$ cat config.mk
export PLATFORM = sky130hd
export DESIGN_NAME = watch_set_ctrl
export DESIGN_NICKNAME = d
export VERILOG_FILES = /design/src/rtl/watch_set_ctrl_pkg.sv /design/src/rtl/watch_set_ctrl_key_debounce.sv /design/src/rtl/watch_set_ctrl.sv
export SDC_FILE = /design/constraint.sdc
export NUM_CORES = 1
export LEC_CHECK = 0
export BUFFER_PORTS_ARGS = -buffer_cell sky130_fd_sc_hd__buf_2
export CAP_MARGIN = 15
export CORE_ASPECT_RATIO = 0.8
export CORE_MARGIN = 3
export CORE_UTILIZATION = 35
export CTS_BUF_LIST = sky130_fd_sc_hd__clkbuf_4 sky130_fd_sc_hd__clkbuf_8
export DETAILED_ROUTE_END_ITERATION = 10
export GPL_ROUTABILITY_DRIVEN = 0
export PLACE_DENSITY = 0.51
export SLEW_MARGIN = 20
export SYNTH_ARGS = -nofsm -noshare
export SYNTH_HDL_FRONTEND = slang
export SYNTH_SLANG_ARGS = --single-unit
$ cat constraint.sdc
create_clock -name clk -period 2.6 [get_ports clk]
set_input_delay 0.26 -clock clk [delete_from_list [all_inputs] [get_ports clk]]
set_output_delay 0.26 -clock clk [all_outputs]
set_load 0.02 [all_outputs]
$ cat src/rtl/watch_set_ctrl_pkg.sv
// Shared watch definitions: setting-mode encodings, blink digit positions
// and small helpers used by the time-setting controller.
package watch_set_ctrl_pkg;

    typedef enum logic [1:0] {
        MODE_RUN      = 2'b00,
        MODE_SET_HOUR = 2'b01,
        MODE_SET_MIN  = 2'b10
    } mode_e;

    // Bit positions inside blink_mask = {hour10, hour1, min10, min1}
    localparam int DIG_HOUR10 = 3;
    localparam int DIG_HOUR1  = 2;
    localparam int DIG_MIN10  = 1;
    localparam int DIG_MIN1   = 0;

    // MODE key cycles RUN -> SET_HOUR -> SET_MIN -> RUN
    function automatic mode_e next_mode(input mode_e cur);
        mode_e nxt;
        case (cur)
            MODE_RUN:      nxt = MODE_SET_HOUR;
            MODE_SET_HOUR: nxt = MODE_SET_MIN;
            default:       nxt = MODE_RUN;
        endcase
        return nxt;
    endfunction

    // Blank the digit pair being set on the blink phase; a held INC key keeps all digits lit
    function automatic logic [3:0] blink_mask_f(input mode_e m, input logic phase, input logic inc_held);
        logic [3:0] mask;
        mask = 4'b0000;
        if (inc_held) begin
            mask = 4'b0000;
        end else begin
            case (m)
                MODE_SET_HOUR: begin
                    mask[DIG_HOUR10] = phase;
                    mask[DIG_HOUR1]  = phase;
                end
                MODE_SET_MIN: begin
                    mask[DIG_MIN10] = phase;
                    mask[DIG_MIN1]  = phase;
                end
                default: mask = 4'b0000;
            endcase
        end
        return mask;
    endfunction

endpackage

$ cat src/rtl/watch_set_ctrl_key_debounce.sv
// Key conditioner: 2-FF synchroniser, ms-sampled debounce and press-edge
// detection for one active-low raw key. press and held_nx are combinational
// and valid in the accepting tick cycle; the consumer registers its response.
module key_debounce
    #(
        parameter int unsigned DEB_MS = 20
    )
    (
        input  logic clk,
        input  logic rst_n,
        input  logic tick_ms,
        input  logic btn_raw,
        output logic press,
        output logic held_nx
    );

    localparam logic [15:0] DEB_LAST = 16'(DEB_MS - 32'd1);

    logic sync1_r;
    logic sync2_r;
    logic level_r;
    logic [15:0] cnt_r;
    logic accept_s;

    assign accept_s = tick_ms & (sync2_r != level_r) & (cnt_r == DEB_LAST);
    assign press    = accept_s & ~sync2_r;
    // Pressed level as it will be after this edge (level_r is 1 when released)
    assign held_nx  = accept_s ? ~sync2_r : ~level_r;

    // Synchronise the raw key and count consecutive samples that disagree with the debounced level
    always_ff @(posedge clk or negedge rst_n) begin
        if (!rst_n) begin
            sync1_r <= 1'b1;
            sync2_r <= 1'b1;
            level_r <= 1'b1;
            cnt_r   <= 16'd0;
        end else begin
            sync1_r <= btn_raw;
            sync2_r <= sync1_r;
            if (tick_ms) begin
                if (sync2_r != level_r) begin
                    if (cnt_r == DEB_LAST) begin
                        level_r <= sync2_r;
                        cnt_r   <= 16'd0;
                    end else begin
                        cnt_r <= cnt_r + 16'd1;
                    end
                end else begin
                    cnt_r <= 16'd0;
                end
            end
        end
    end

endmodule

$ cat src/rtl/watch_set_ctrl.sv
// Time-setting controller for the digital watch: walks RUN -> SET_HOUR ->
// SET_MIN -> RUN on MODE presses, turns INC presses and auto-repeat into
// single-cycle increment pulses, times out of idle setting and drives the
// digit blink mask. Every output is registered.
module watch_set_ctrl
    import watch_set_ctrl_pkg::*;
    #(
        parameter int unsigned DEB_MS        = 20,
        parameter int unsigned REPEAT_DLY_MS = 500,
        parameter int unsigned REPEAT_MS     = 100,
        parameter int unsigned BLINK_MS      = 250,
        parameter int unsigned TIMEOUT_MS    = 10000
    )
    (
        input  logic       clk,
        input  logic       rst_n,
        input  logic       tick_ms,
        input  logic       btn_mode,
        input  logic       btn_inc,
        output logic [1:0] mode,
        output logic       run_en,
        output logic       inc_hour,
        output logic       inc_min,
        output logic       sec_clr,
        output logic [3:0] blink_mask
    );

    localparam logic [15:0] DLY_LAST = 16'(REPEAT_DLY_MS - 32'd1);
    localparam logic [15:0] RPT_LAST = 16'(REPEAT_MS - 32'd1);
    localparam logic [15:0] BLK_LAST = 16'(BLINK_MS - 32'd1);
    localparam logic [15:0] TMO_LAST = 16'(TIMEOUT_MS - 32'd1);

    logic mode_press_s, mode_held_unused_s;
    logic inc_press_s, inc_held_nx_s;

    mode_e       mode_r, mode_nx_s;
    logic [15:0] hold_cnt_r, hold_cnt_nx_s;
    logic        rep_act_r, rep_act_nx_s;
    logic        inc_block_r, inc_block_nx_s;
    logic [15:0] idle_cnt_r, idle_cnt_nx_s;
    logic [15:0] blink_cnt_r, blink_cnt_nx_s;
    logic        phase_r, phase_nx_s;
    logic        rep_hit_s, inc_evt_s, activity_s, mode_chg_s;
    logic        run_en_r, inc_hour_r, inc_min_r, sec_clr_r;
    logic [3:0]  blink_mask_r;

    key_debounce #(.DEB_MS(DEB_MS)) u_deb_mode (
        .clk     (clk),
        .rst_n   (rst_n),
        .tick_ms (tick_ms),
        .btn_raw (btn_mode),
        .press   (mode_press_s),
        .held_nx (mode_held_unused_s)   // only the MODE press edge matters
    );

    key_debounce #(.DEB_MS(DEB_MS)) u_deb_inc (
        .clk     (clk),
        .rst_n   (rst_n),
        .tick_ms (tick_ms),
        .btn_raw (btn_inc),
        .press   (inc_press_s),
        .held_nx (inc_held_nx_s)
    );

    // Next-state logic: INC hold/repeat, mode sequencing, idle timeout and blink phase
    always_comb begin
        mode_nx_s      = mode_r;
        hold_cnt_nx_s  = hold_cnt_r;
        rep_act_nx_s   = rep_act_r;
        inc_block_nx_s = inc_block_r;
        idle_cnt_nx_s  = idle_cnt_r;
        blink_cnt_nx_s = blink_cnt_r;
        phase_nx_s     = phase_r;
        rep_hit_s      = 1'b0;
        inc_evt_s      = 1'b0;
        activity_s     = 1'b0;
        mode_chg_s     = 1'b0;

        // A same-tick MODE press blocks INC until the key is released
        if (inc_press_s) begin
            hold_cnt_nx_s = 16'd0;
            rep_act_nx_s  = 1'b0;
            if (mode_press_s) begin
                inc_block_nx_s = 1'b1;
            end else begin
                inc_block_nx_s = inc_block_r;
            end
        end else if (!inc_held_nx_s) begin
            hold_cnt_nx_s  = 16'd0;
            rep_act_nx_s   = 1'b0;
            inc_block_nx_s = 1'b0;
        end else if (tick_ms) begin
            if (rep_act_r) begin
                if (hold_cnt_r == RPT_LAST) begin
                    rep_hit_s     = 1'b1;
                    hold_cnt_nx_s = 16'd0;
                end else begin
                    hold_cnt_nx_s = hold_cnt_r + 16'd1;
                end
            end else begin
                if (hold_cnt_r == DLY_LAST) begin
                    rep_hit_s     = 1'b1;
                    rep_act_nx_s  = 1'b1;
                    hold_cnt_nx_s = 16'd0;
                end else begin
                    hold_cnt_nx_s = hold_cnt_r + 16'd1;
                end
            end
        end else begin
            hold_cnt_nx_s = hold_cnt_r;
        end

        if (!mode_press_s && (mode_r != MODE_RUN) && !inc_block_r && (inc_press_s || rep_hit_s)) begin
            inc_evt_s = 1'b1;
        end else begin
            inc_evt_s = 1'b0;
        end
        activity_s = mode_press_s | inc_press_s | inc_evt_s;

        if (mode_press_s) begin
            mode_nx_s = next_mode(mode_r);
        end else if (tick_ms && (mode_r != MODE_RUN) && !activity_s && (idle_cnt_r == TMO_LAST)) begin
            mode_nx_s = MODE_RUN;
        end else begin
            mode_nx_s = mode_r;
        end
        mode_chg_s = (mode_nx_s != mode_r);

        if (mode_chg_s || activity_s) begin
            idle_cnt_nx_s = 16'd0;
        end else if (tick_ms && (mode_r != MODE_RUN)) begin
            idle_cnt_nx_s = idle_cnt_r + 16'd1;
        end else begin
            idle_cnt_nx_s = idle_cnt_r;
        end

        // A mode change restarts both the blink phase and any auto-repeat in progress
        if (mode_chg_s) begin
            blink_cnt_nx_s = 16'd0;
            phase_nx_s     = 1'b0;
            hold_cnt_nx_s  = 16'd0;
            rep_act_nx_s   = 1'b0;
        end else if (tick_ms) begin
            if (blink_cnt_r == BLK_LAST) begin
                blink_cnt_nx_s = 16'd0;
                phase_nx_s     = ~phase_r;
            end else begin
                blink_cnt_nx_s = blink_cnt_r + 16'd1;
            end
        end else begin
            blink_cnt_nx_s = blink_cnt_r;
        end
    end

    // State and registered outputs; pulses are derived from this cycle's events
    always_ff @(posedge clk or negedge rst_n) begin
        if (!rst_n) begin
            mode_r       <= MODE_RUN;
            hold_cnt_r   <= 16'd0;
            rep_act_r    <= 1'b0;
            inc_block_r  <= 1'b0;
            idle_cnt_r   <= 16'd0;
            blink_cnt_r  <= 16'd0;
            phase_r      <= 1'b0;
            run_en_r     <= 1'b1;
            inc_hour_r   <= 1'b0;
            inc_min_r    <= 1'b0;
            sec_clr_r    <= 1'b0;
            blink_mask_r <= 4'b0000;
        end else begin
            mode_r       <= mode_nx_s;
            hold_cnt_r   <= hold_cnt_nx_s;
            rep_act_r    <= rep_act_nx_s;
            inc_block_r  <= inc_block_nx_s;
            idle_cnt_r   <= idle_cnt_nx_s;
            blink_cnt_r  <= blink_cnt_nx_s;
            phase_r      <= phase_nx_s;
            run_en_r     <= (mode_nx_s == MODE_RUN);
            inc_hour_r   <= inc_evt_s & (mode_r == MODE_SET_HOUR);
            inc_min_r    <= inc_evt_s & (mode_r == MODE_SET_MIN);
            sec_clr_r    <= mode_chg_s & (mode_nx_s == MODE_RUN);
            blink_mask_r <= blink_mask_f(mode_nx_s, phase_nx_s, inc_held_nx_s);
        end
    end

    assign mode       = mode_r;
    assign run_en     = run_en_r;
    assign inc_hour   = inc_hour_r;
    assign inc_min    = inc_min_r;
    assign sec_clr    = sec_clr_r;
    assign blink_mask = blink_mask_r;

endmodule

Word-level counts from Yosys, hierarchy flattened
Index checks and enable logic that the tools add are counted.
- bits in writable memories: 0
- bits in registers: 99
- memories kept: 0
- latch bits: 0
- word-level logic and storage cells: 116
- memory bits (read-only): 0
- reductions and logical operators: 19
- equality and inequality tests: 16
- multiplexer cells: 41
- add/sub/neg operators: 5
- bitwise gates (word level): 15
- $lt $le $gt $ge: 0
- divide/modulo/power cells: 0
- shift-type cells: 0
- $mul: 0
- operators with widths (cell ; number):
    $mux W16 ; 16
    $add A16 B1 Y16 const B ; 5
    $eq A16 B5 Y1 const B ; 2
    $mux W1 ; 19
    $eq A16 B14 Y1 const B ; 1
    $eq A16 B7 Y1 const B ; 1
    $eq A16 B8 Y1 const B ; 1
    $eq A16 B9 Y1 const B ; 1
    $and A1 B1 Y1 ; 9
    $mux W2 ; 4
    $logic_and A1 B1 Y1 ; 6
    $reduce_and A3 Y1 ; 2
    $reduce_bool A2 Y1 ; 3
    $eq A2 B1 Y1 const B ; 2
    $eq A2 B2 Y1 const B ; 2
    $logic_not A2 Y1 ; 2
    $mux W4 ; 1
    $ne A2 B2 Y1 const B ; 2
    $ne A4 B3 Y1 const B ; 1
    $not A1 Y1 ; 4
    $pmux W2 S2 ; 1
    $logic_not A1 Y1 ; 3
    $logic_or A1 B1 Y1 ; 2
    $ne A1 B1 Y1 ; 2
    3 further kinds ; 4

Logic depth before layout (Yosys ltp)
Gate-level depths: netlist of run 1.
- word-level depth: 19
- gate-level depth with buffers: 9
- mapped depth without buffers: 8

By module
From an unflattened synthesis of run 1, not the netlist that was laid out.
- cell total of the unflattened synthesis: 578
- area, all modules: 5651.7 um^2
- modules (own cells, without submodules) (module ; area an instance (um^2) ; cells an instance ; seq. area each (um^2) ; times used):
    watch_set_ctrl ; 3196.8 ; 334 ; 1477.7 ; 1
    key_debounce ; 1227.4 ; 122 ; 479.2 ; 2

Least setup slack after synthesis of run 1
OpenSTA, ideal clock, no wires.
- path kind: register -> register
- start point: reg hold_cnt_r[4]
- end point: reg hold_cnt_r[11]
- arrival time: 2.157 ns
- setup slack: 0.340 ns
- buffers on the path: 1
- setup time: 0.104 ns
- cell stages (with the launch flop): 8
- data required time: 2.496 ns
- path through: dfrtp_1 -> buf_6 -> or4b_1 -> a21o_1 -> o41ai_4 -> a21oi_2 -> or4_1 -> o311ai_1
- cells in the longest elaborated chain, start to end: 17
- elaborated cells on any way between the ends: 27
- classes of those cells: 1 x add/sub; 4 x eq/ne; 16 x mux; 1 x bitwise; 5 x reduce/logical
- ends and longest elaborated chain (item ; RTL line ; text):
    start: declaration ; watch_set_ctrl.sv:37 ; logic [15:0] hold_cnt_r, hold_cnt_nx_s;
    start signal: assignment ; watch_set_ctrl.sv:172 ; hold_cnt_r <= hold_cnt_nx_s;
    $eq A16 B9 Y1 / $eq A16 B7 Y1 (equally long branches) ; watch_set_ctrl.sv:101, watch_set_ctrl.sv:94 ;
    $mux W1 (on tied branches) ; watch_set_ctrl.sv:101, watch_set_ctrl.sv:94 ;
    $mux W1 ; watch_set_ctrl.sv:93 ; if (rep_act_r) begin
    $mux W1 ; watch_set_ctrl.sv:92 ; end else if (tick_ms) begin
    $mux W1 ; watch_set_ctrl.sv:88 ; end else if (!inc_held_nx_s) begin
    $mux W1 ; watch_set_ctrl.sv:80 ; if (inc_press_s) begin
    $logic_or A1 B1 Y1 ; watch_set_ctrl.sv:113 ; if (!mode_press_s && (mode_r != MODE_RUN) && !inc_block_r && (inc_press_s || rep_hit_s)) begin
    $logic_and A1 B1 Y1 ; watch_set_ctrl.sv:113 ;
    $mux W1 ; watch_set_ctrl.sv:113 ;
    $or A1 B1 Y1 ; watch_set_ctrl.sv:118 ; activity_s = mode_press_s | inc_press_s | inc_evt_s;
    $logic_not A1 Y1 ; watch_set_ctrl.sv:122 ; end else if (tick_ms && (mode_r != MODE_RUN) && !activity_s && (idle_cnt_r == TMO_LAST)) begin
    $logic_and A1 B1 Y1 (2 in a row) ; watch_set_ctrl.sv:122 ;
    $mux W2 ; watch_set_ctrl.sv:122 ;
    $mux W2 ; watch_set_ctrl.sv:120 ; if (mode_press_s) begin
    $ne A2 B2 Y1 ; watch_set_ctrl.sv:127 ; mode_chg_s = (mode_nx_s != mode_r);
    $ne A4 B3 Y1 (no line) / $mux W16 (equally long branches) ; n/a ;
Several ways; a longest one is shown, not always the timed one. The select of a mux whose other input is x is not followed.
A chain may end at the register's enable or synchronous reset.

Worst setup path after layout of run 1
- start point: reg hold_cnt_r[7]
- end point: reg hold_cnt_r[3]
Same word-level chain as after synthesis.

==> results of run 1 <==
[final timing paths]
path / from / endpoint / slack, ns / depth (start not counted)
setup / recovery: hold_cnt_r[7] / hold_cnt_r[3] / 0.09 / 6
hold / removal: u_deb_inc.sync1_r / u_deb_inc.sync2_r / 0.36 / 0
setup reg to reg: hold_cnt_r[7] / hold_cnt_r[3] / 0.09 / 6
hold reg to reg: u_deb_inc.sync1_r / u_deb_inc.sync2_r / 0.36 / 0
max in group asynchronous: rst_n / u_deb_inc.sync1_r / 1.48 / 3
min in group asynchronous: rst_n / idle_cnt_r[13] / 0.44 / 2
[critical path, cell delays in order (launching register included)]
cell and delay [ns]:
dfrtp_2 0.45, or4b_1 0.52, a21o_1 0.21, o41ai_4 0.42
a21oi_4 0.16, or4_1 0.54, o311ai_1 0.09
[synthesized netlist by cell type (2+ instances only)]
cell type	number	area share
a21o_1	3	0.0044
a21oi_1	10	0.0097
a22o_1	8	0.014
a22oi_1	2	0.0029
a31oi_1	5	0.0061
a41o_1	3	0.0058
and2_1	2	0.0024
and3_1	28	0.034
and4_1	6	0.010
buf_2	4	0.0039
buf_4	2	0.0029
buf_6	3	0.0066
clkbuf_1	12	0.0088
dfrtp_1	90	0.44
dfstp_2	7	0.036
ha_1	6	0.015
inv_1	12	0.0088
mux2i_1	4	0.0078
nand2_1	62	0.045
nand2b_1	7	0.0085
nand3_1	30	0.029
nand4_1	17	0.021
nand4b_1	2	0.0034
nor2_1	79	0.058
nor3_1	12	0.012
nor4_1	10	0.012
nor4b_1	8	0.014
nor4bb_1	3	0.0058
o211ai_1	3	0.0044
o21a_1	2	0.0029
o21ai_0	29	0.028
o21ai_1	3	0.0029
o311ai_1	4	0.0068
o31ai_1	5	0.0073
o41ai_1	5	0.0085
or2_2	2	0.0024
or3_1	3	0.0037
or4_1	6	0.0088
xnor2_1	17	0.029
xor2_1	26	0.044
[per-stage QoR]
step	hold slack, ns	cells	utilization	power, mW
2_1_floorplan	-0.0356	555	-	2.05
3_3_place_gp	0.306	746	0.392	2.18
3_5_place_dp	0.328	746	0.392	2.19
4_1_cts	0.352	765	0.407	3.18
5_1_grt	0.362	765	0.410	3.32
6_report	0.357	765	0.410	3.13
[layout make-up]
type                            count  area, sq um  share of cell area
Multi-Input combinational cell    424         2570               0.449
Sequential cell                    97         2440               0.426
Timing Repair Buffer               36          258              0.0450
Tap cell                          180          225              0.0393
Clock buffer                       14          174              0.0304
Inverter                           12         45.0             0.00787
Clock inverter                      2         13.8             0.00240
[registers in the layout (all words and copies together), names as in the netlist]
signal              cells
inc_hour                1
run_en                  1
idle_cnt_r             16
rep_act_r               1
u_deb_mode.sync2_r      1
u_deb_inc.sync2_r       1
sec_clr                 1
u_deb_inc.sync1_r       1
blink_mask              2
u_deb_mode.sync1_r      1
u_deb_inc.level_r       1
blink_cnt_r            16
phase_r                 1
u_deb_inc.cnt_r        16
inc_block_r             1
hold_cnt_r             16
u_deb_mode.level_r      1
inc_min                 1
mode                    2
u_deb_mode.cnt_r       16
[metal layers]
| metal | vias to the layer above | track usage | part of all wire |
|---|---|---|---|
| met5 | - | 0 | 0 |
| met4 | 0 | 0.0422 | 0.011 |
| met3 | 10 | 0.0376 | 0.039 |
| met2 | 56 | 0.242 | 0.45 |
| met1 | 2019 | 0.231 | 0.50 |
| li1 | 2040 | - | - |
[where the power goes]
| part | internal (mW) | switching [mW] | total [mW] | leakage, nW |
|---|---|---|---|---|
| clock network | 0.434 | 0.523 | 0.957 | 0.101 |
| logic | 0.175 | 0.216 | 0.391 | 1.25 |
| registers | 1.63 | 0.153 | 1.78 | 1.28 |
[cell families after synthesis]
kind of cell,synth area share
compound gates,0.117
xor+xnor,0.0733
fa+ha+maj,0.0146
buf+inv,0.0317
flops,0.474
mux,0.0105
simple gates,0.279
[cell usage in the layout (no fill, tap or decap), types with 13 or more instances in the layout]
| cell type | n |
|---|---|
| and3_1 | 28 |
| buf_2 | 13 |
| buf_4 | 19 |
| dfrtp_1 | 89 |
| nand2_1 | 62 |
| nand3_1 | 30 |
| nand4_1 | 17 |
| nor2_1 | 79 |
| o21ai_0 | 29 |
| xnor2_1 | 17 |
| xor2_1 | 26 |
[what timing repair did]
action / 4_1_cts / 5_1_grt
endpoints found under the hold margin: 41 / 0
endpoints found under the setup margin: 0 / 17
gates resized for setup: 0 / 8
hold buffers: 3 / 0
==> results.toml, run 1 <==
[timing]
relSlewSlack = 0.583
period_minus_slack_ns = 2.51
fin_setup_tns_ns = 0
setup_viol = 0
min_period_over_period = 0.964
finalMaxSlewViolations = 0
fmax_ghz = 0.399
hold_violations = 0
worst_slack_ns = 0.0925
rsz0062_at_grt = "yes"
finClkSkew_ns = 0.00923
tightest_slew_ns = 0.626

[worst_setup_path]
worst-path-max-fanout = 7
cp-start-kind = "register"
critPathKind = "register to register"
worstPathArrival_ns = 2.78
required_ns = 2.87
cp-end-kind = "register"

[clock_tree]
clock_latency_ns = 0.38
clockBufferDepth = 2
numCtsBuffers = 9
cts_tree = "yes"
htree_num_levels = 3
clkTransAtPathRegs_ns = 0.09
root_buffer = "clkbuf_8"
postCtsSetupBuffers = 0
clock-sinks = 97

[detailed_routing]
post_drt_wl_per_cell_um = 15.7
drt-pass1-iter-count = 5
drc = 0
routed_wl_mm = 12.0
via_count = 4125
avgViaCountPerCell = 5.39
drtAntennaViolNets = 0
drt_iter0_drc = 228

[layout]
layout-drive-gt1-share = 0.120
fin_nets = 591
fin_area_sq_mm = 0.00573
diodes = 0
final.fill_count = 1432
syn_to_final_growth_pct = 11.4

[synth]
ys_types = 53
synthArstFlopShare = 1.00
synth_edf_count = 0
ys_seq_area_frac = 0.474
syn-num-nets = 566
synth_seq_cells = 97
synthCells = 555
synth_area_per_cell_sq_um = 9.26
synth_flop_cell = "dfrtp_1"
yosys_warnings = 0
synth_area_sq_mm = 0.00514

[flow_run]
cap_violations = 0

[floorplanning]
die_area_sq_mm = 0.0162
start_util = 0.368
die_h_um = 114
row_count = 38
die_w_um = 141
ioPinCount = 15
core-area_sq_mm = 0.0140

[placement]
place_ws_ns = 0.136
hpwl_mm = 8.46
port_buffers = 14
place_area_sq_mm = 0.00547

[power]
power_density_mw_per_mm2 = 546
vdd_drop_max_mv = 0.243
p_leak_nw = 2.63

[grt]
grt_max_degree = 46
grtUsageTotal = 0.160
grt_antenna_before_repair = 0
grt_remaining_overflow = 0
grt_pass1_wl_mm = 20.9
first_global_vias = 4056

[run_status]
status = "finished, final reports clean"

[min_path]
hold_path_class = "register to register"
(Power assumes the default switching activity.)
==> run 2, diff against run 1 <==
--- a/config.mk
+++ b/config.mk
@@ -7,13 +7,15 @@
 export LEC_CHECK = 0
 export BUFFER_PORTS_ARGS = -buffer_cell sky130_fd_sc_hd__buf_2
 export CAP_MARGIN = 15
+export CELL_PAD_IN_SITES_DETAIL_PLACEMENT = 1
+export CELL_PAD_IN_SITES_GLOBAL_PLACEMENT = 1
 export CORE_ASPECT_RATIO = 0.8
 export CORE_MARGIN = 3
 export CORE_UTILIZATION = 35
 export CTS_BUF_LIST = sky130_fd_sc_hd__clkbuf_4 sky130_fd_sc_hd__clkbuf_8
 export DETAILED_ROUTE_END_ITERATION = 10
 export GPL_ROUTABILITY_DRIVEN = 0
-export PLACE_DENSITY = 0.51
+export PLACE_DENSITY = 0.61
 export SLEW_MARGIN = 20
 export SYNTH_ARGS = -nofsm -noshare
 export SYNTH_HDL_FRONTEND = slang
==> results.toml, run 2 (synthesis gave the netlist of run 1 again) <==
[run_status]
status = "finished, final reports clean"

[power]
power_density_mw_per_mm2 = 563
vdd_drop_max_mv = 0.370
p_sw_frac = 0.294
p_sw_mw = 0.954
p_clk_frac = 0.324
p_leak_nw = 2.64
p_comb_frac = 0.128
p_int_mw = 2.29
p_seq_frac = 0.549

[layout]
final-seq-area_sq_mm = 0.00244
syn_to_final_growth_pct = 12.2
fin_nets = 592
fin_util = 0.412
final.fill_count = 1635
diodes = 0
fin_area_sq_mm = 0.00576
mostFrequentLayoutCells = "90 x dfrtp_1, 79 x nor2_1, 62 x nand2_1"
multi_input_area_sq_mm = 0.00259
layout-drive-gt1-share = 0.121
finalNonFillerCells = 766
layout_commonest_cell = "dfrtp_1"

[floorplanning]
core-area_sq_mm = 0.0140
die_w_um = 141
row_count = 38
die_area_sq_mm = 0.0162
start_util = 0.368
ioPinCount = 15
die_h_um = 114

[clock_tree]
clkTransAtPathRegs_ns = 0.10
clockBufferDepth = 2
clock-sinks = 97
root_buffer = "clkbuf_8"
clock_latency_ns = 0.39
htree_num_levels = 3
cts_tree = "yes"
numCtsBuffers = 9

[placement]
place_area_sq_mm = 0.00548
hpwl_mm = 9.74
place_ws_ns = -0.0218
port_buffers = 14
dpl.cell_count = 747

[detailed_routing]
drt_iter0_drc = 185
routed_wl_mm = 13.6
drt-pass1-iter-count = 4
drtAntennaViolNets = 0
via_count = 4219
avgViaCountPerCell = 5.51
drc = 0
post_drt_wl_per_cell_um = 17.8

[worst_setup_path]
cp-start-kind = "register"
max_stage_delay_ns = 0.50
path_buf_inv = 0
worstPathArrival_ns = 2.76
crit_family = "simple AND/OR/NAND/NOR gates"
slowest_stage = "or4_1"
required_ns = 2.88
r2r_cells = 7
critPathKind = "register to register"
path_depth = 7
worst-path-max-fanout = 10
crit_chain = "ha_1, nor4b_2, and4_2, and2_1, or2_2, or4_1, o311ai_1"
cp-end-kind = "register"

[timing]
min_period_over_period = 0.952
worst_slack_ns = 0.124
fmax_ghz = 0.404
finalMaxSlewViolations = 0
relSlewSlack = 0.544
fin_setup_tns_ns = 0
period_minus_slack_ns = 2.48
finClkSkew_ns = 0.0139
setup_viol = 0
tightest_slew_ns = 0.683
hold_violations = 0

[min_path]
hold_path_class = "primary input to async pin"

[grt]
grt_max_degree = 38
grt_antenna_before_repair = 0
first_global_vias = 4417
grtUsageTotal = 0.178
grt_remaining_overflow = 0
grt_pass1_wl_mm = 23.4

[flow_run]
cap_violations = 0
==> run 2: changes by cell type in the layout (fill, tap and decap cells not counted), sizes merged <==
cell / before / now
buf: 33 / 34
bufinv: 0 / 1
inv: 12 / 14
clkbuf: 14 / 11
==> run 2: layout make-up <==
class | count | area share
Tap cell | 180 | 0.0391
Inverter | 12 | 0.00781
Timing Repair Buffer | 37 | 0.0460
Multi-Input combinational cell | 424 | 0.449
Sequential cell | 97 | 0.423
Clock inverter | 5 | 0.0106
Clock buffer | 11 | 0.0252
==> run 2: final timing paths <==
check | start | to | slack [ns]
max | u_deb_inc.cnt_r[0] | hold_cnt_r[9] | 0.12
min | rst_n | idle_cnt_r[14] | 0.32
max reg2reg | u_deb_inc.cnt_r[0] | hold_cnt_r[9] | 0.12
min reg2reg | u_deb_mode.sync1_r | u_deb_mode.sync2_r | 0.36
max in group asynchronous | rst_n | u_deb_mode.sync2_r | 1.60
min in group clk | u_deb_mode.sync1_r | u_deb_mode.sync2_r | 0.36
==> run 2: stage by stage <==
stage | total power [mW] | hold slack (ns)
global placement | 2.19 | 0.210
CTS | 3.30 | 0.330
detailed placement | 2.22 | 0.212
floorplan | 2.05 | -0.0356
finish | 3.25 | 0.325
global route | 3.45 | 0.335
==> run 2: what timing repair did <==
item | 4_1_cts | 5_1_grt
buffers inserted | 0 | 0
hold buffers | 3 | 0
endpoints found under the hold margin | 26 | 0
endpoints found under the setup margin | 9 | 38
gates resized for setup | 2 | 7
==> run 2: metal layers <==
| layer | global-route usage | up-vias | share of wire |
|---|---|---|---|
| met2 | 0.285 | 39 | 0.46 |
| met3 | 0.0426 | 5 | 0.029 |
| met5 | 0 | - | 0 |
| li1 | - | 2049 | - |
| met1 | 0.254 | 2126 | 0.50 |
| met4 | 0.0249 | 0 | 0.0063 |
==> run 2: power groups by stage <==
stage                     registers, mW  logic, mW  clock network [mW]
after CTS                          1.78      0.421                1.10
after detailed placement           1.81      0.413                   0
after global placement             1.80      0.396                   0
final                              1.78      0.415                1.05
after global routing               1.81      0.476                1.17
after floorplan                    1.76      0.287                   0
==> run 3, diff against run 2 <==
--- a/config.mk
+++ b/config.mk
@@ -6,7 +6,7 @@
 export NUM_CORES = 1
 export LEC_CHECK = 0
 export BUFFER_PORTS_ARGS = -buffer_cell sky130_fd_sc_hd__buf_2
-export CAP_MARGIN = 15
+export CAP_MARGIN = 20
 export CELL_PAD_IN_SITES_DETAIL_PLACEMENT = 1
 export CELL_PAD_IN_SITES_GLOBAL_PLACEMENT = 1
 export CORE_ASPECT_RATIO = 0.8
@@ -15,6 +15,7 @@
 export CTS_BUF_LIST = sky130_fd_sc_hd__clkbuf_4 sky130_fd_sc_hd__clkbuf_8
 export DETAILED_ROUTE_END_ITERATION = 10
 export GPL_ROUTABILITY_DRIVEN = 0
+export GPL_TIMING_DRIVEN = 0
 export PLACE_DENSITY = 0.61
 export SLEW_MARGIN = 20
 export SYNTH_ARGS = -nofsm -noshare
==> constraint.sdc (replaced) <==
create_clock -name clk -period 2.6 [get_ports clk]
set_input_delay 0.39 -clock clk [delete_from_list [all_inputs] [get_ports clk]]
set_output_delay 0.39 -clock clk [all_outputs]
set_load 0.02 [all_outputs]
==> results.toml, run 3 (synthesis gave the netlist of run 1 again) <==
[layout]
mostFrequentLayoutCells = "90 x dfrtp_1, 79 x nor2_1, 61 x nand2_1"
finalNonFillerCells = 766
layout-drive-gt1-share = 0.123
final.fill_count = 1643
diodes = 0
layout_commonest_cell = "dfrtp_1"
syn_to_final_growth_pct = 12.3
fin_util = 0.413
fin_nets = 592

[grt]
grtUsageTotal = 0.190
first_global_vias = 4582
grt_max_degree = 56
grt_remaining_overflow = 0
grt_pass1_wl_mm = 24.6
grt_antenna_before_repair = 0

[clock_tree]
numCtsBuffers = 9
clockBufferDepth = 2
clock_latency_ns = 0.37
clkTransAtPathRegs_ns = 0.10
clock-sinks = 97
root_buffer = "clkbuf_8"
cts_tree = "yes"
htree_num_levels = 3

[detailed_routing]
drt_iter0_drc = 203
drc = 0
post_drt_wl_per_cell_um = 18.4
routed_wl_mm = 14.1
drt-pass1-iter-count = 4
via_count = 4310
drtAntennaViolNets = 0
avgViaCountPerCell = 5.63

[flow_run]
cap_violations = 0

[power]
p_clk_frac = 0.312
power_density_mw_per_mm2 = 553
p_sw_frac = 0.288
p_int_mw = 2.27
p_sw_mw = 0.921
p_comb_frac = 0.128
total_power_mw = 3.19
p_seq_frac = 0.561
p_leak_nw = 2.62
vdd_drop_max_mv = 0.384

[worst_setup_path]
crit_chain = "buf_6, or4b_1, a21o_1, o41ai_4, a21oi_2, or4_1, o311ai_2"
required_ns = 2.87
max_stage_delay_ns = 0.58
cp-end-kind = "register"
rr_startpoint = "hold_cnt_r[4]"
critPathLaunch = "hold_cnt_r[4]"
reg2reg_slack_ns = 0.09
worst-path-max-fanout = 8
slowest_stage = "or4_1"
critPathKind = "register to register"
cp-start-kind = "register"
worstPathArrival_ns = 2.78

[timing]
min_period_over_period = 0.966
tightest_slew_ns = 0.809
period_minus_slack_ns = 2.51
relSlewSlack = 0.455
setup_viol = 0
rsz0062_at_grt = "yes"
timing.hold.ws_ns = 0.121
fmax_ghz = 0.398
fin_setup_tns_ns = 0
finalMaxSlewViolations = 0
finClkSkew_ns = 0.0144
hold_violations = 0

[floorplanning]
die_area_sq_mm = 0.0162
die_w_um = 141
die_h_um = 114
core-area_sq_mm = 0.0140
row_count = 38
ioPinCount = 15
start_util = 0.368

[placement]
hpwl_mm = 9.94
port_buffers = 13
dpl.cell_count = 749

[run_status]
status = "finished, final reports clean"

[min_path]
hold_path_class = "primary input to register"
hold_start = "btn_mode"
[run 3: changes by cell type in the layout (fill, tap and decap cells not counted), sizes merged]
cell         delta
buf            -11
bufinv          -1
clkbuf         +18
clkinv          -2
dlygate4sd3     -2
inv             -2
[run 3: area by class of cell]
cell class / instances / area [sq um] / share of cell area
plain buffers: 22 / 126 / 0.0219
clock buffers: 16 / 195 / 0.0338
inverters: 12 / 45.0 / 0.00781
multi-input cells: 424 / 2630 / 0.456
flip-flops and latches: 97 / 2440 / 0.422
well taps: 180 / 225 / 0.0390
repair buffers: 15 / 109 / 0.0189
[run 3: worst max-delay path, delay by kind of cell, from the launching register on]
| kind | cells | cell delay, ns |
|---|---|---|
| simple gates | 2 | 1.09 |
| flops | 1 | 0.38 |
| compound gates | 4 | 0.80 |
| buf+inv | 1 | 0.13 |
[run 3: final timing paths]
path                            depth (start not counted)                 end
worst max-delay path                                    7      hold_cnt_r[11]
worst min-delay path                                    1  u_deb_mode.sync1_r
worst max register to register                          7      hold_cnt_r[11]
worst min register to register                          0   u_deb_inc.sync2_r
max in group asynchronous                               3  u_deb_mode.sync2_r
min in group asynchronous                               2      idle_cnt_r[15]
[run 3: per-stage QoR]
| stage | cell area [sq um] | setup slack (ns) |
|---|---|---|
| 2_1_floorplan | 5140 | 0.329 |
| 3_3_place_gp | 5430 | -0.419 |
| 3_5_place_dp | 5460 | -0.442 |
| 4_1_cts | 5700 | 0.00440 |
| 5_1_grt | 5770 | -0.0662 |
| 6_report | 5770 | 0.0873 |
[run 3: what timing repair did]
| item | 4_1_cts | 5_1_grt |
|---|---|---|
| resized for setup | 6 | 18 |
| setup endpoints to repair | 22 | 49 |
| hold buffers | 1 | 0 |
| buffers inserted | 0 | 0 |
| endpoints found under the hold margin | 41 | 0 |
| cloned | 0 | 0 |
| pin swaps | 0 | 0 |
[run 3: power by group through the flow]
stage / Clock (mW) / Sequential [mW] / Combinational [mW]
after floorplan: 0 / 1.76 / 0.287
after global placement: 0 / 1.81 / 0.383
after detailed placement: 0 / 1.82 / 0.401
after CTS: 1.05 / 1.79 / 0.407
after global routing: 1.11 / 1.82 / 0.478
final: 0.995 / 1.79 / 0.408
[run 3: metal layers]
layer	track usage	routed length, um	vias up
met2	0.301	6430	46
met3	0.0355	372	6
met5	0	0	-
met4	0.0364	90	0
met1	0.274	7180	2220
li1	-	-	2038
